$ cat src/rtl/sig_debounce.sv
// sig_debounce: synchronises an asynchronous qualifier input to mclk and
// debounces it with a programmable stability count. It produces a clean
// registered level, single-cycle rise/fall pulses, a busy flag while a
// candidate transition is being checked, and a saturating glitch counter.

// Multi-flop synchroniser for one asynchronous bit.
module sig_debounce_sync #(
    parameter int STAGES = 2
) (
    input  logic mclk,
    input  logic mreset_n,
    input  logic d,
    output logic q
);
    logic [STAGES-1:0] pipe;

    // Shift the raw input through the synchroniser chain.
    always_ff @(posedge mclk or negedge mreset_n) begin
        if (!mreset_n) pipe <= '0;
        else           pipe <= {pipe[STAGES-2:0], d};
    end

    assign q = pipe[STAGES-1];
endmodule

// Saturating 8-bit event counter with a clear that beats the increment.
module sig_debounce_glitch_ctr (
    input  logic       mclk,
    input  logic       mreset_n,
    input  logic       clr,
    input  logic       inc,
    output logic [7:0] cnt
);
    // Clear has priority; otherwise count up and stick at 255.
    always_ff @(posedge mclk or negedge mreset_n) begin
        if (!mreset_n)                 cnt <= 8'd0;
        else if (clr)                  cnt <= 8'd0;
        else if (inc && cnt != 8'hFF)  cnt <= cnt + 8'd1;
    end
endmodule

module sig_debounce #(
    parameter int SYNC_STAGES  = 2,
    parameter int CNT_W        = 16,
    parameter int DEBOUNCE_CYC = 1000
) (
    input  logic             mclk,
    input  logic             mreset_n,
    input  logic             din,
    input  logic             cfg_en,
    input  logic [CNT_W-1:0] cfg_thresh,
    input  logic             glitch_clr,
    output logic             level_out,
    output logic             rise_pulse,
    output logic             fall_pulse,
    output logic             busy,
    output logic [7:0]       glitch_cnt
);
    typedef enum logic [1:0] {
        IDLE_LO = 2'd0,
        CHK_HI  = 2'd1,
        IDLE_HI = 2'd2,
        CHK_LO  = 2'd3
    } state_t;

    localparam logic [CNT_W-1:0] DEF_T = CNT_W'(DEBOUNCE_CYC);
    localparam logic [CNT_W-1:0] ONE   = CNT_W'(1);

    state_t           state_q, state_d;
    logic [CNT_W-1:0] cnt_q, cnt_d;
    logic [CNT_W-1:0] te_q, te_d;
    logic [CNT_W-1:0] te_eff;
    logic             cnt_last;
    logic             level_d, rise_d, fall_d, busy_d;
    logic             glitch_inc;
    logic             s;

    sig_debounce_sync #(.STAGES(SYNC_STAGES)) u_sync (
        .mclk     (mclk),
        .mreset_n (mreset_n),
        .d        (din),
        .q        (s)
    );

    // A zero threshold selects the built-in default; this value is only
    // captured on check entry so later cfg_thresh edits leave a running
    // check alone.
    assign te_eff   = (cfg_thresh == '0) ? DEF_T : cfg_thresh;
    // te_q is at least 1 whenever a check is running, so no underflow here.
    assign cnt_last = (cnt_q == te_q - ONE);

    // Next-state, counter, threshold latch and output decode.
    always_comb begin
        state_d    = state_q;
        cnt_d      = cnt_q;
        te_d       = te_q;
        level_d    = level_out;
        rise_d     = 1'b0;
        fall_d     = 1'b0;
        glitch_inc = 1'b0;
        case (state_q)
            IDLE_LO: begin
                if (cfg_en && s) begin
                    state_d = CHK_HI;
                    cnt_d   = '0;
                    te_d    = te_eff;
                end
            end
            CHK_HI: begin
                if (!cfg_en) begin
                    state_d = IDLE_LO;
                end else if (!s) begin
                    state_d    = IDLE_LO;
                    glitch_inc = 1'b1;
                end else if (cnt_last) begin
                    state_d = IDLE_HI;
                    level_d = 1'b1;
                    rise_d  = 1'b1;
                end else begin
                    cnt_d = cnt_q + ONE;
                end
            end
            IDLE_HI: begin
                if (cfg_en && !s) begin
                    state_d = CHK_LO;
                    cnt_d   = '0;
                    te_d    = te_eff;
                end
            end
            CHK_LO: begin
                if (!cfg_en) begin
                    state_d = IDLE_HI;
                end else if (s) begin
                    state_d    = IDLE_HI;
                    glitch_inc = 1'b1;
                end else if (cnt_last) begin
                    state_d = IDLE_LO;
                    level_d = 1'b0;
                    fall_d  = 1'b1;
                end else begin
                    cnt_d = cnt_q + ONE;
                end
            end
            default: state_d = IDLE_LO;
        endcase
        busy_d = (state_d == CHK_HI) || (state_d == CHK_LO);
    end

    // State, counter, latched threshold and registered outputs.
    always_ff @(posedge mclk or negedge mreset_n) begin
        if (!mreset_n) begin
            state_q    <= IDLE_LO;
            cnt_q      <= '0;
            te_q       <= '0;
            level_out  <= 1'b0;
            rise_pulse <= 1'b0;
            fall_pulse <= 1'b0;
            busy       <= 1'b0;
        end else begin
            state_q    <= state_d;
            cnt_q      <= cnt_d;
            te_q       <= te_d;
            level_out  <= level_d;
            rise_pulse <= rise_d;
            fall_pulse <= fall_d;
            busy       <= busy_d;
        end
    end

    sig_debounce_glitch_ctr u_glitch (
        .mclk     (mclk),
        .mreset_n (mreset_n),
        .clr      (glitch_clr),
        .inc      (glitch_inc),
        .cnt      (glitch_cnt)
    );
endmodule

$ cat config.mk
export PLATFORM = sky130hd
export DESIGN_NAME = sig_debounce
export DESIGN_NICKNAME = d
export VERILOG_FILES = /design/src/rtl/sig_debounce.sv
export SDC_FILE = /design/constraint.sdc
export NUM_CORES = 1
export LEC_CHECK = 0
export ABC_AREA = 1
export CAP_MARGIN = 40
export CELL_PAD_IN_SITES_DETAIL_PLACEMENT = 0
export CELL_PAD_IN_SITES_GLOBAL_PLACEMENT = 2
export CORE_ASPECT_RATIO = 0.9
export CORE_UTILIZATION = 29
export DETAILED_ROUTE_END_ITERATION = 10
export PLACE_DENSITY_LB_ADDON = 0.1
export SLEW_MARGIN = 10
export SYNTH_ARGS = -nofsm -noshare
export SYNTH_HDL_FRONTEND = slang
export SYNTH_HIERARCHICAL = 1
export SYNTH_SLANG_ARGS = --single-unit
$ cat constraint.sdc
create_clock -name mclk -period 2 [get_ports mclk]
set_input_delay 0.4 -clock mclk [delete_from_list [all_inputs] [get_ports mclk]]
set_output_delay 0.4 -clock mclk [all_outputs]
set_load 0.05 [all_outputs]
---- Word level (Yosys, flattened, before mapping) ----
Cells that the tools add are included.
storage, ports and cells
  bits in registers ....................... 48
  output and inout port bits .............. 12
  input bits .............................. 21
  word-level logic and storage cells ...... 82
operators by class
  multiplexer cells ....................... 42
  equality and inequality tests ........... 15
  add/sub/neg operators ................... 3
  reduce and logical (&&, ||, !) cells .... 13
operators by type and width
  cell                                                  count
  2-to-1 mux 16 bit                                     10
  case mux 16 bit (4 select lines)                      1
  case mux 16 bit (2 select lines)                      1
  2-to-1 mux 1 bit                                      17
  adder 16 x 1 -> 16 bit (second input constant)        1
  equality test 16 bit                                  1
  logical NOT 16 bit                                    1
  2-to-1 mux 2 bit                                      8
  2-to-1 mux 8 bit                                      2
  subtractor 16 x 1 -> 16 bit (second input constant)   1
  != test 2 bit (second input constant)                 7
  adder 8 x 1 -> 8 bit (second input constant)          1
  != test 8 bit (second input constant)                 1
  case mux 2 bit (4 select lines)                       1
  AND reduction 7 bit                                   1
  equality test 2 bit (second input constant)           3
  AND reduction 6 bit                                   1
  nonzero test 2 bit                                    3
  equality test 2 x 1 -> 1 bit (second input constant)  2
  case mux 1 bit (2 select lines)                       2
  logical AND 1 bit                                     3
  AND reduction 3 bit                                   1
  logical NOT 2 bit                                     1
  != test 2 x 1 -> 1 bit (second input constant)        1
  other kinds (2)                                       2

---- Logic depth before layout (Yosys ltp) ----
Gate-level depths: netlist (run 1).
  depth after elaboration ................. 8
  mapped depth ............................ 17
  gate-level depth less buffers ........... 16

---- Modules after synthesis ----
The synthesis (run 1) kept the hierarchy.
by module, submodules not included
  module                   area each (um^2)  seq. area each (um^2)  instances  cells each
  sig_debounce             2812.7            925.9                  1          427
  sig_debounce_glitch_ctr  511.7             200.2                  1          74
  sig_debounce_sync        50.0              50.0                   1          2

---- Least setup slack after synthesis (run 1) ----
No wires, ideal clock.
  path type ............................... register -> register
  start point ............................. register state_q[0]
  end point ............................... register cnt_q[0]
  buffers on the path ..................... 1
  slack ................................... -42 ps
  clock period less this slack ............ 2042 ps
  library setup time ...................... 118 ps
  cell stages (with the launch flop) ...... 13
  arrival ................................. 1924 ps
  data required time ...................... 1882 ps
  cell sequence ........................... dfrtp_1 > inv_2 > nor2_1 > a21oi_1 > nor2_1 > nand3_1 > nor2_1 > nand2_1 > nor2_4 > nand3_4 > buf_2 > nand3_1 > nand2_1
between the ends
  cells in the longest elaborated chain, start to end .. 3
  elaborated cells on any way between the ends .. 12
  classes of those cells .................. 9 x eq/ne; 1 x mux; 2 x reduce/logical
RTL lines
  item                                                                             line  RTL
  from (decl)                                                                      69    state_t state_q, state_d;
  from (signal assigned)                                                           160   state_q <= state_d;
  equality test 2 bit (tied with other cells)                                      101   case (state_q)
  != test 2 bit (no source line) / != test 2 x 1 -> 1 bit (equally long branches)  n/a
  AND reduction 6 bit (no source line)                                             n/a
  to (signal assigned)                                                             161   cnt_q <= cnt_d;
  to (decl)                                                                        70    logic [CNT_W-1:0] cnt_q, cnt_d;
Several ways; a longest one is shown, not always the timed one.
A chain may end at the register's enable or synchronous reset.

---- Worst setup path in the final report (run 1) ----
  start point ............................. register te_q[1]
  end point ............................... register cnt_q[12]
between the ends
  cells in the longest elaborated chain, start to end .. 6
  elaborated cells on any way between the ends .. 8
  classes of those cells .................. 1 x add/sub; 1 x eq/ne; 6 x mux
RTL lines
  item                                               line  RTL
  from (decl)                                        71    logic [CNT_W-1:0] te_q, te_d;
  from (signal assigned)                             162   te_q <= te_d;
  subtractor 16 x 1 -> 16 bit *                      90    assign cnt_last = (cnt_q == te_q - ONE);
  equality test 16 bit *                             90
  2-to-1 mux 16 bit *                                n/a
  2-to-1 mux 16 bit (on tied branches) (2 in a row)  n/a
  case mux 16 bit (4 select lines) *                 n/a
Every way passes the cells marked *; elsewhere a longest branch is shown, timed or not. The select of a mux whose other input is x is not followed.

==> results of run 1 <==
## power groups by stage
stage	sequential [mW]	clock [mW]	combinational [mW]
CTS	1.08	1.02	0.736
global placement	1.10	0	0.694
finish	1.09	0.978	0.738
global route	1.10	1.06	0.842
floorplan	1.11	0	0.386
detailed placement	1.10	0	0.694
## state kept, by name (all words and copies together) (netlist names)
register      flops
fall_pulse        1
rise_pulse        1
level_out         1
te_q             16
u_glitch/cnt      8
cnt_q            16
u_sync/pipe       2
state_q           2
## how the worst max path moves through the flow
stage | endpoint | slack [ps] | start
floorplan | cnt_q[0] | 4 | te_q[0]
global placement | te_q[9] | -100 | cfg_en
finish | cnt_q[12] | -30 | te_q[1]
detailed placement | te_q[9] | -100 | cfg_en
CTS | cnt_q[12] | -20 | te_q[1]
global route | cnt_q[11] | -190 | te_q[0]
## cell families after synthesis
kind of cell | share of synthesized area (%)
flip-flops | 34.9
AO/OA/AOI/OAI | 4.97
buffers and inverters | 8.12
XOR/XNOR | 5.19
AND/OR/NAND/NOR | 45.4
adder cells (fa/ha/maj) | 1.48
## critical path: stages (launching register included)
cell and delay, ps:
sky130_fd_sc_hd__dfrtp_1 400, sky130_fd_sc_hd__buf_6 120, sky130_fd_sc_hd__nor2_4 100, sky130_fd_sc_hd__nand2_4 110, sky130_fd_sc_hd__nor2_4 180, sky130_fd_sc_hd__nand2_1 90, sky130_fd_sc_hd__nand2_2 80, sky130_fd_sc_hd__nand2_1 50
sky130_fd_sc_hd__nor2_1 80, sky130_fd_sc_hd__nand2_1 90, sky130_fd_sc_hd__nor2_4 130, sky130_fd_sc_hd__nand3_4 170, sky130_fd_sc_hd__buf_6 190, sky130_fd_sc_hd__nand3_1 60, sky130_fd_sc_hd__nand2_1 50
## stage by stage
stage	hold slack [ps]	instances	worst slack [ps]	setup TNS [ps]
CTS	63.8	750	-21.4	-158
floorplan	104	503	3.56	0
detailed placement	344	737	-96.8	-1320
global placement	339	737	-100	-1050
global route	88.0	752	-188	-3090
finish	55.0	752	-27.1	-200
## what timing repair did
| action | 4_1_cts | 5_1_grt |
|---|---|---|
| resized for setup | 19 | 14 |
| setup endpoints to repair | 18 | 21 |
| buffers inserted | 4 | 2 |
| gates cloned | 1 | 0 |
| pin swaps | 8 | 12 |
| hold endpoints to repair | 0 | 0 |
## layout make-up
cell class | instances | area [sq um]
Fill cell | 1222 | 6480
Multi-Input combinational cell | 390 | 2020
Sequential cell | 47 | 1180
Timing Repair Buffer | 98 | 826
Inverter | 57 | 219
Tap cell | 152 | 190
Clock buffer | 5 | 125
Clock inverter | 3 | 43.8
## routing by layer
metal	vias to the layer above	wire length [um]	global-route usage (%)
li1	1781	-	-
met1	1558	5240	27.2
met2	57	4270	27.1
met4	0	150	5.31
met5	-	0	0
met3	12	318	2.45
## synth_stat cells (2+ instances only)
master	number
sky130_fd_sc_hd__a21oi_1	9
sky130_fd_sc_hd__a22oi_1	6
sky130_fd_sc_hd__and2_1	2
sky130_fd_sc_hd__clkbuf_1	4
sky130_fd_sc_hd__clkbuf_2	3
sky130_fd_sc_hd__clkinv_1	2
sky130_fd_sc_hd__dfrtp_1	47
sky130_fd_sc_hd__ha_1	4
sky130_fd_sc_hd__inv_1	50
sky130_fd_sc_hd__inv_2	4
sky130_fd_sc_hd__nand2_1	169
sky130_fd_sc_hd__nand2_2	14
sky130_fd_sc_hd__nand2_4	3
sky130_fd_sc_hd__nand3_1	51
sky130_fd_sc_hd__nand3b_1	2
sky130_fd_sc_hd__nand4_1	7
sky130_fd_sc_hd__nor2_1	60
sky130_fd_sc_hd__nor2_2	7
sky130_fd_sc_hd__nor2_4	4
sky130_fd_sc_hd__nor3_1	9
sky130_fd_sc_hd__nor4_1	5
sky130_fd_sc_hd__o21ai_0	7
sky130_fd_sc_hd__o21bai_1	3
sky130_fd_sc_hd__or2_2	2
sky130_fd_sc_hd__xnor2_1	6
sky130_fd_sc_hd__xor2_1	14
==> tab_implementation.tex, run 1 <==
\begin{tabular}{lr}
\hline
Metric & Value \\
\hline
\multicolumn{2}{l}{\textbf{Status}} \\
Outcome & finished with violations \\
Violations in the final reports & setup timing \\
\multicolumn{2}{l}{\textbf{Power}} \\
Power Internal & 1.92 mW \\
Power density over cell area & 609 nW/um\^{}2 \\
Sequential fraction of design power & between 30\% and 40\% \\
Switching power as a share of total power & 31.4\% \\
Lkg Pwr & 2.23 nW \\
Logic pwr share & 26.3\% \\
Part of the total power dissipated in the clock network & 34.9\% \\
Overall power after layout & 2.80 mW \\
Switching power & 880 uW \\
Maximum resistive drop on vdd & 0.236 mV \\
\multicolumn{2}{l}{\textbf{Clock tree}} \\
Latest clock arrival within the worst-skew pair & 290 ps \\
CTS hold repair buffers & 0 \\
Buffer cell driving the clock tree root & sky130\_fd\_sc\_hd\_\_clkbuf\_16 \\
Maximum root-to-sink buffer count & 2 \\
Clock input transition at the sequential cells of the worst setup and hold paths & 70 ps \\
Num CTS Buffers & 5 \\
CTS tree & done \\
Clock sink count & between 40 and 50 \\
H-tree Lvls & 2 \\
\multicolumn{2}{l}{\textbf{Floorplanning}} \\
Die H & 104 um \\
Core Area & 11100 sq um \\
Count of standard-cell rows & 36 \\
Number of primary I/O pins & 33 \\
Die span in x & between 100 and 150 um \\
Full die area & 12100 sq um \\
Initial core utilization & 30.5\% \\
\multicolumn{2}{l}{\textbf{Global routing}} \\
Initial antenna violation count & 0 \\
Final global-route overflow total & 0 \\
All-Layer GR Usage & 18.3\% \\
Global-route wire length before repair & $\sim$17000 um \\
Via count of the first global-routing pass & 3316 \\
Maximum number of pins on one net before global-route repair & 21 \\
\multicolumn{2}{l}{\textbf{Synth}} \\
Number of distinct library cell variants in the gate-level netlist after synthesis & 35 \\
Gate Count Post-Synth & 503 \\
Share of Yosys cell area claimed by the top area cell type & between 30\% and 40\% \\
Cell area after synthesis & roughly 3400 sq um \\
Cell accounting for the most synthesized area & sky130\_fd\_sc\_hd\_\_dfrtp\_1 \\
Synth Warn \# & 6 \\
Share of the yosys chip area belonging to registers & 34.9\% \\
Synthesized area per cell & 6.71 sq um \\
Top flip-flop cell by instance count after synthesis & sky130\_fd\_sc\_hd\_\_dfrtp\_1 \\
Number of flops mapped to enable cells by yosys & 0 \\
Fraction of synthesis flops using an asynchronous set or reset pin & 100\% \\
Number of nets in the synthesized netlist & 528 \\
Count of state elements after synthesis & 47 \\
Synth top area cells & sky130\_fd\_sc\_hd\_\_dfrtp\_1, sky130\_fd\_sc\_hd\_\_nand2\_1, sky130\_fd\_sc\_hd\_\_nand3\_1 \\
\multicolumn{2}{l}{\textbf{Hold path}} \\
Path type of the worst min-delay path & in2async \\
\multicolumn{2}{l}{\textbf{Placed design}} \\
Post-placement cell area & between 4000 and 5000 sq um \\
Final weighted congestion in routability-driven placement & approximately 0.8 \\
Count of port buffers added during placement & 32 \\
Detailed placer's ending HPWL & roughly 8000 um \\
\multicolumn{2}{l}{\textbf{Cells and area}} \\
Commonest non-fill, non-tap cell in the layout & sky130\_fd\_sc\_hd\_\_nand2\_1 \\
P\&R area growth vs syn & 36.3\% \\
Final core area utilization & 41.5\% \\
Fraction of final layout cells with drive strength greater than 1 & 23.7\% \\
Number of nets in the final layout & 624 \\
Commonest non-fill, non-tap cells in the layout & sky130\_fd\_sc\_hd\_\_nand2\_1, sky130\_fd\_sc\_hd\_\_buf\_4, sky130\_fd\_sc\_hd\_\_nor2\_1 \\
Diode count & 0 \\
Summed area of non-filler cells in the final layout & 4600 sq um \\
\multicolumn{2}{l}{\textbf{Setup path}} \\
Arrival time of data at the critical path endpoint & between 2000 and 2500 ps \\
Reg-to-reg endpoint & cnt\_q[12] \\
Startpoint kind of the worst setup timing path & flip-flop \\
Kind of end point of the critical path & flip-flop \\
Worst setup slack for register-to-register paths & -30 ps \\
CP Class & reg2reg \\
Reg2reg start & te\_q[1] \\
R2R cell count & 14 \\
Peak fanout along the critical path & 8 \\
Data required time at the worst endpoint & 2180 ps \\
\multicolumn{2}{l}{\textbf{STA}} \\
Relative slew slack & 67.1\% \\
Final critical-path share of the clock period & 101\% \\
Final Setup Violations & 14 \\
Max Freq & 0.493 GHz \\
Number of max-slew violations in the final report & 0 \\
Post-Route Skew & between 7 and 8 ps \\
Worst Tran Pin Value & 492 ps \\
Total count of hold-check failures in the final report & 0 \\
Min cycle time layout & 2030 ps \\
Final setup slack of the worst path & -27.1 ps \\
Setup repair after global routing missed its margin & yes \\
\multicolumn{2}{l}{\textbf{Routing}} \\
Antenna Nets Post-Route & 0 \\
Number of DRC violations after detailed-routing iteration 0 & 157 \\
Via/cell ratio & roughly 4.5 \\
Routed len/inst & 13.3 um \\
Vias & 3408 \\
Final wirelength & 9980 um \\
Drt first pass iters & 4 \\
Number of remaining DRC errors & 0 \\
\multicolumn{2}{l}{\textbf{Run}} \\
Max\_cap viols & 0 \\
\hline
\end{tabular}
Power figures use the tool's default switching activity.
==> run 2: changes to the inputs <==
--- a/config.mk
+++ b/config.mk
@@ -12,6 +12,7 @@
 export CORE_ASPECT_RATIO = 0.9
 export CORE_UTILIZATION = 29
 export DETAILED_ROUTE_END_ITERATION = 10
+export GPL_TIMING_DRIVEN = 0
 export PLACE_DENSITY_LB_ADDON = 0.1
 export SLEW_MARGIN = 10
 export SYNTH_ARGS = -nofsm -noshare
==> tab_implementation.tex, run 2 (synthesis results as in run 1) <==
\begin{tabular}{lr}
\hline
Metric & Value \\
\hline
\multicolumn{2}{l}{\textbf{Cells and area}} \\
Count of filler cells inserted in the layout & 1239 \\
P\&R area growth vs syn & 27.5\% \\
Final Instance Count excl. Fillers & 708 \\
Diode count & 0 \\
Largest registers ranked by flip-flop count & cnt\_q (16), te\_q (16), u\_glitch/cnt (8) \\
Fraction of final layout cells with drive strength greater than 1 & 16.0\% \\
Commonest non-fill, non-tap cells in the layout & sky130\_fd\_sc\_hd\_\_nand2\_1, sky130\_fd\_sc\_hd\_\_nand3\_1, sky130\_fd\_sc\_hd\_\_nor2\_1 \\
Commonest non-fill, non-tap cell in the layout & sky130\_fd\_sc\_hd\_\_nand2\_1 \\
Number of nets in the final layout & 580 \\
\multicolumn{2}{l}{\textbf{Routing}} \\
Drt first pass iters & 4 \\
Antenna Nets Post-Route & 0 \\
Vias & 3284 \\
Final wirelength & 9790 um \\
Number of DRC violations after detailed-routing iteration 0 & 200 \\
Routed len/inst & 13.8 um \\
Number of remaining DRC errors & 0 \\
Via/cell ratio & 4.64 \\
\multicolumn{2}{l}{\textbf{Clock tree}} \\
Latest clock arrival within the worst-skew pair & approximately 300 ps \\
Num CTS Buffers & 5 \\
H-tree Lvls & 2 \\
CTS hold repair buffers & 0 \\
Clock input transition at the sequential cells of the worst setup and hold paths & 70 ps \\
Buffer cell driving the clock tree root & sky130\_fd\_sc\_hd\_\_clkbuf\_16 \\
CTS tree & done \\
Maximum root-to-sink buffer count & 2 \\
Clock sink count & 47 \\
\multicolumn{2}{l}{\textbf{STA}} \\
Post-Route Skew & 3.67 ps \\
Worst Tran Pin Value & 634 ps \\
Total count of hold-check failures in the final report & 0 \\
Final critical-path share of the clock period & 105\% \\
Min cycle time layout & roughly 2100 ps \\
Number of max-slew violations in the final report & 0 \\
Relative slew slack & 57.3\% \\
Setup repair after global routing missed its margin & yes \\
Final setup slack of the worst path & -106 ps \\
Max Freq & 0.475 GHz \\
Final Setup Violations & 17 \\
\multicolumn{2}{l}{\textbf{Run}} \\
Max\_cap viols & 0 \\
\multicolumn{2}{l}{\textbf{Setup path}} \\
Startpoint kind of the worst setup timing path & primary input \\
Arrival time of data at the critical path endpoint & 2290 ps \\
Peak fanout along the critical path & 10 \\
CP Class & in2reg \\
Data required time at the worst endpoint & $\sim$2200 ps \\
Kind of end point of the critical path & flip-flop \\
Worst setup slack for register-to-register paths & -50 ps \\
\multicolumn{2}{l}{\textbf{Global routing}} \\
Met3 track demand over resource & approximately 2.9\% \\
Initial antenna violation count & 0 \\
Maximum number of pins on one net before global-route repair & 31 \\
Global-route wire length before repair & 16700 um \\
Via count of the first global-routing pass & 3278 \\
GRT met2 Usage & 26.6\% \\
Met1 Resource Use GR & 27.1\% \\
All-Layer GR Usage & between 10\% and 20\% \\
Final global-route overflow total & 0 \\
Most crowded layer after global routing & met1 \\
\multicolumn{2}{l}{\textbf{Power}} \\
Sequential fraction of design power & around two fifths \\
Overall power after layout & 2.85 mW \\
Lkg Pwr & 2.07 nW \\
Power density over cell area & 663 nW/um\^{}2 \\
Maximum resistive drop on vdd & between 0.3 and 0.4 mV \\
Switching power as a share of total power & roughly 30\% \\
Power Internal & a little under 2 mW \\
Logic pwr share & 22.7\% \\
Switching power & a little under 900 uW \\
Part of the total power dissipated in the clock network & 38.9\% \\
\multicolumn{2}{l}{\textbf{Floorplanning}} \\
Initial core utilization & 30.5\% \\
Full die area & 12100 sq um \\
Die span in x & $\sim$120 um \\
Count of standard-cell rows & 36 \\
Core Area & 11100 sq um \\
Die H & $\sim$100 um \\
Number of primary I/O pins & 33 \\
\multicolumn{2}{l}{\textbf{Status}} \\
Outcome & finished with violations \\
Violations in the final reports & setup timing \\
\multicolumn{2}{l}{\textbf{Placed design}} \\
Final weighted congestion in routability-driven placement & 0.794 \\
Placed cell count & 688 \\
Worst slack at placement & -793 ps \\
Detailed placer's ending HPWL & 7770 um \\
Count of port buffers added during placement & 32 \\
\multicolumn{2}{l}{\textbf{Hold path}} \\
Path type of the worst min-delay path & in2async \\
\hline
\end{tabular}
==> run 2: cell count changes in the layout (fill, tap and decap cells not counted), sizes merged <==
| cell | change |
|---|---|
| buf | -54 |
| clkbuf | +6 |
| clkinv | -3 |
| dlymetal6s2s | +3 |
| bufinv | +1 |
| clkdlybuf4s50 | +1 |
| dlygate4sd2 | +1 |
| inv | +1 |
==> run 2: worst paths after layout <==
path / to / start / cells past startpoint
min reg2reg: u_sync/pipe[1] / u_sync/pipe[0] / 0
max in group asynchronous: state_q[0] / mreset_n / 2
max reg2reg: cnt_q[1] / te_q[3] / 14
min: te_q[3] / mreset_n / 1
max: cnt_q[12] / cfg_en / 10
min in group mclk: u_sync/pipe[1] / u_sync/pipe[0] / 0
==> run 2: per-layer routing <==
layer	routed length, um	up-vias	part of all wire [%]
met3	270	7	2.8
met4	107	0	1.1
met5	0	-	0
li1	-	1698	-
met1	5270	1538	54
met2	4140	41	42
==> run 2: cell type report <==
class                           instances  area (sq um)  area share [%]
Timing Repair Buffer                   46           455            10.6
Clock inverter                          2          60.1            1.40
Inverter                               57           221            5.15
Buffer                                  8          60.1            1.40
Tap cell                              152           190            4.42
Multi-Input combinational cell        390          2010            46.7
Clock buffer                            6           129            2.99
Sequential cell                        47          1180            27.4
==> run 2: power by group through the flow <==
stage / registers (mW) / logic, mW / clock network, mW
2_1_floorplan: 1.11 / 0.386 / 0
3_3_place_gp: 1.11 / 0.579 / 0
3_5_place_dp: 1.11 / 0.586 / 0
4_1_cts: 1.10 / 0.648 / 1.14
5_1_grt: 1.11 / 0.747 / 1.17
6_report: 1.10 / 0.646 / 1.11
==> run 2: per-stage QoR <==
| stage | cell area [sq um] | hold slack, ps | TNS [ps] | util (%) |
|---|---|---|---|---|
| floorplan | 3380 | 104 | 0 | - |
| global placement | 3890 | 339 | -68790 | 35.1 |
| detailed placement | 3900 | 336 | -18260 | 35.2 |
| CTS | 4270 | 58.9 | -961 | 38.5 |
| global route | 4300 | 89.5 | -4510 | 38.8 |
| finish | 4300 | 49.1 | -1150 | 38.8 |
==> run 2: worst max-delay path, cell delays in order <==
cell,delay [ps]
sky130_fd_sc_hd__clkdlybuf4s50_1,440
sky130_fd_sc_hd__inv_1,150
sky130_fd_sc_hd__nor2_1,80
sky130_fd_sc_hd__nand2_1,90
sky130_fd_sc_hd__nand2_1,70
sky130_fd_sc_hd__o21bai_1,130
sky130_fd_sc_hd__clkinv_1,310
sky130_fd_sc_hd__clkbuf_1,360
sky130_fd_sc_hd__nand3_1,180
sky130_fd_sc_hd__nand2_1,60
==> run 2: repair_timing <==
item / 4_1_cts / 5_1_grt
gates cloned: 0 / 0
resized for setup: 26 / 14
setup buffers: 13 / 0
pin swaps: 5 / 5
endpoints found under the setup margin: 41 / 35
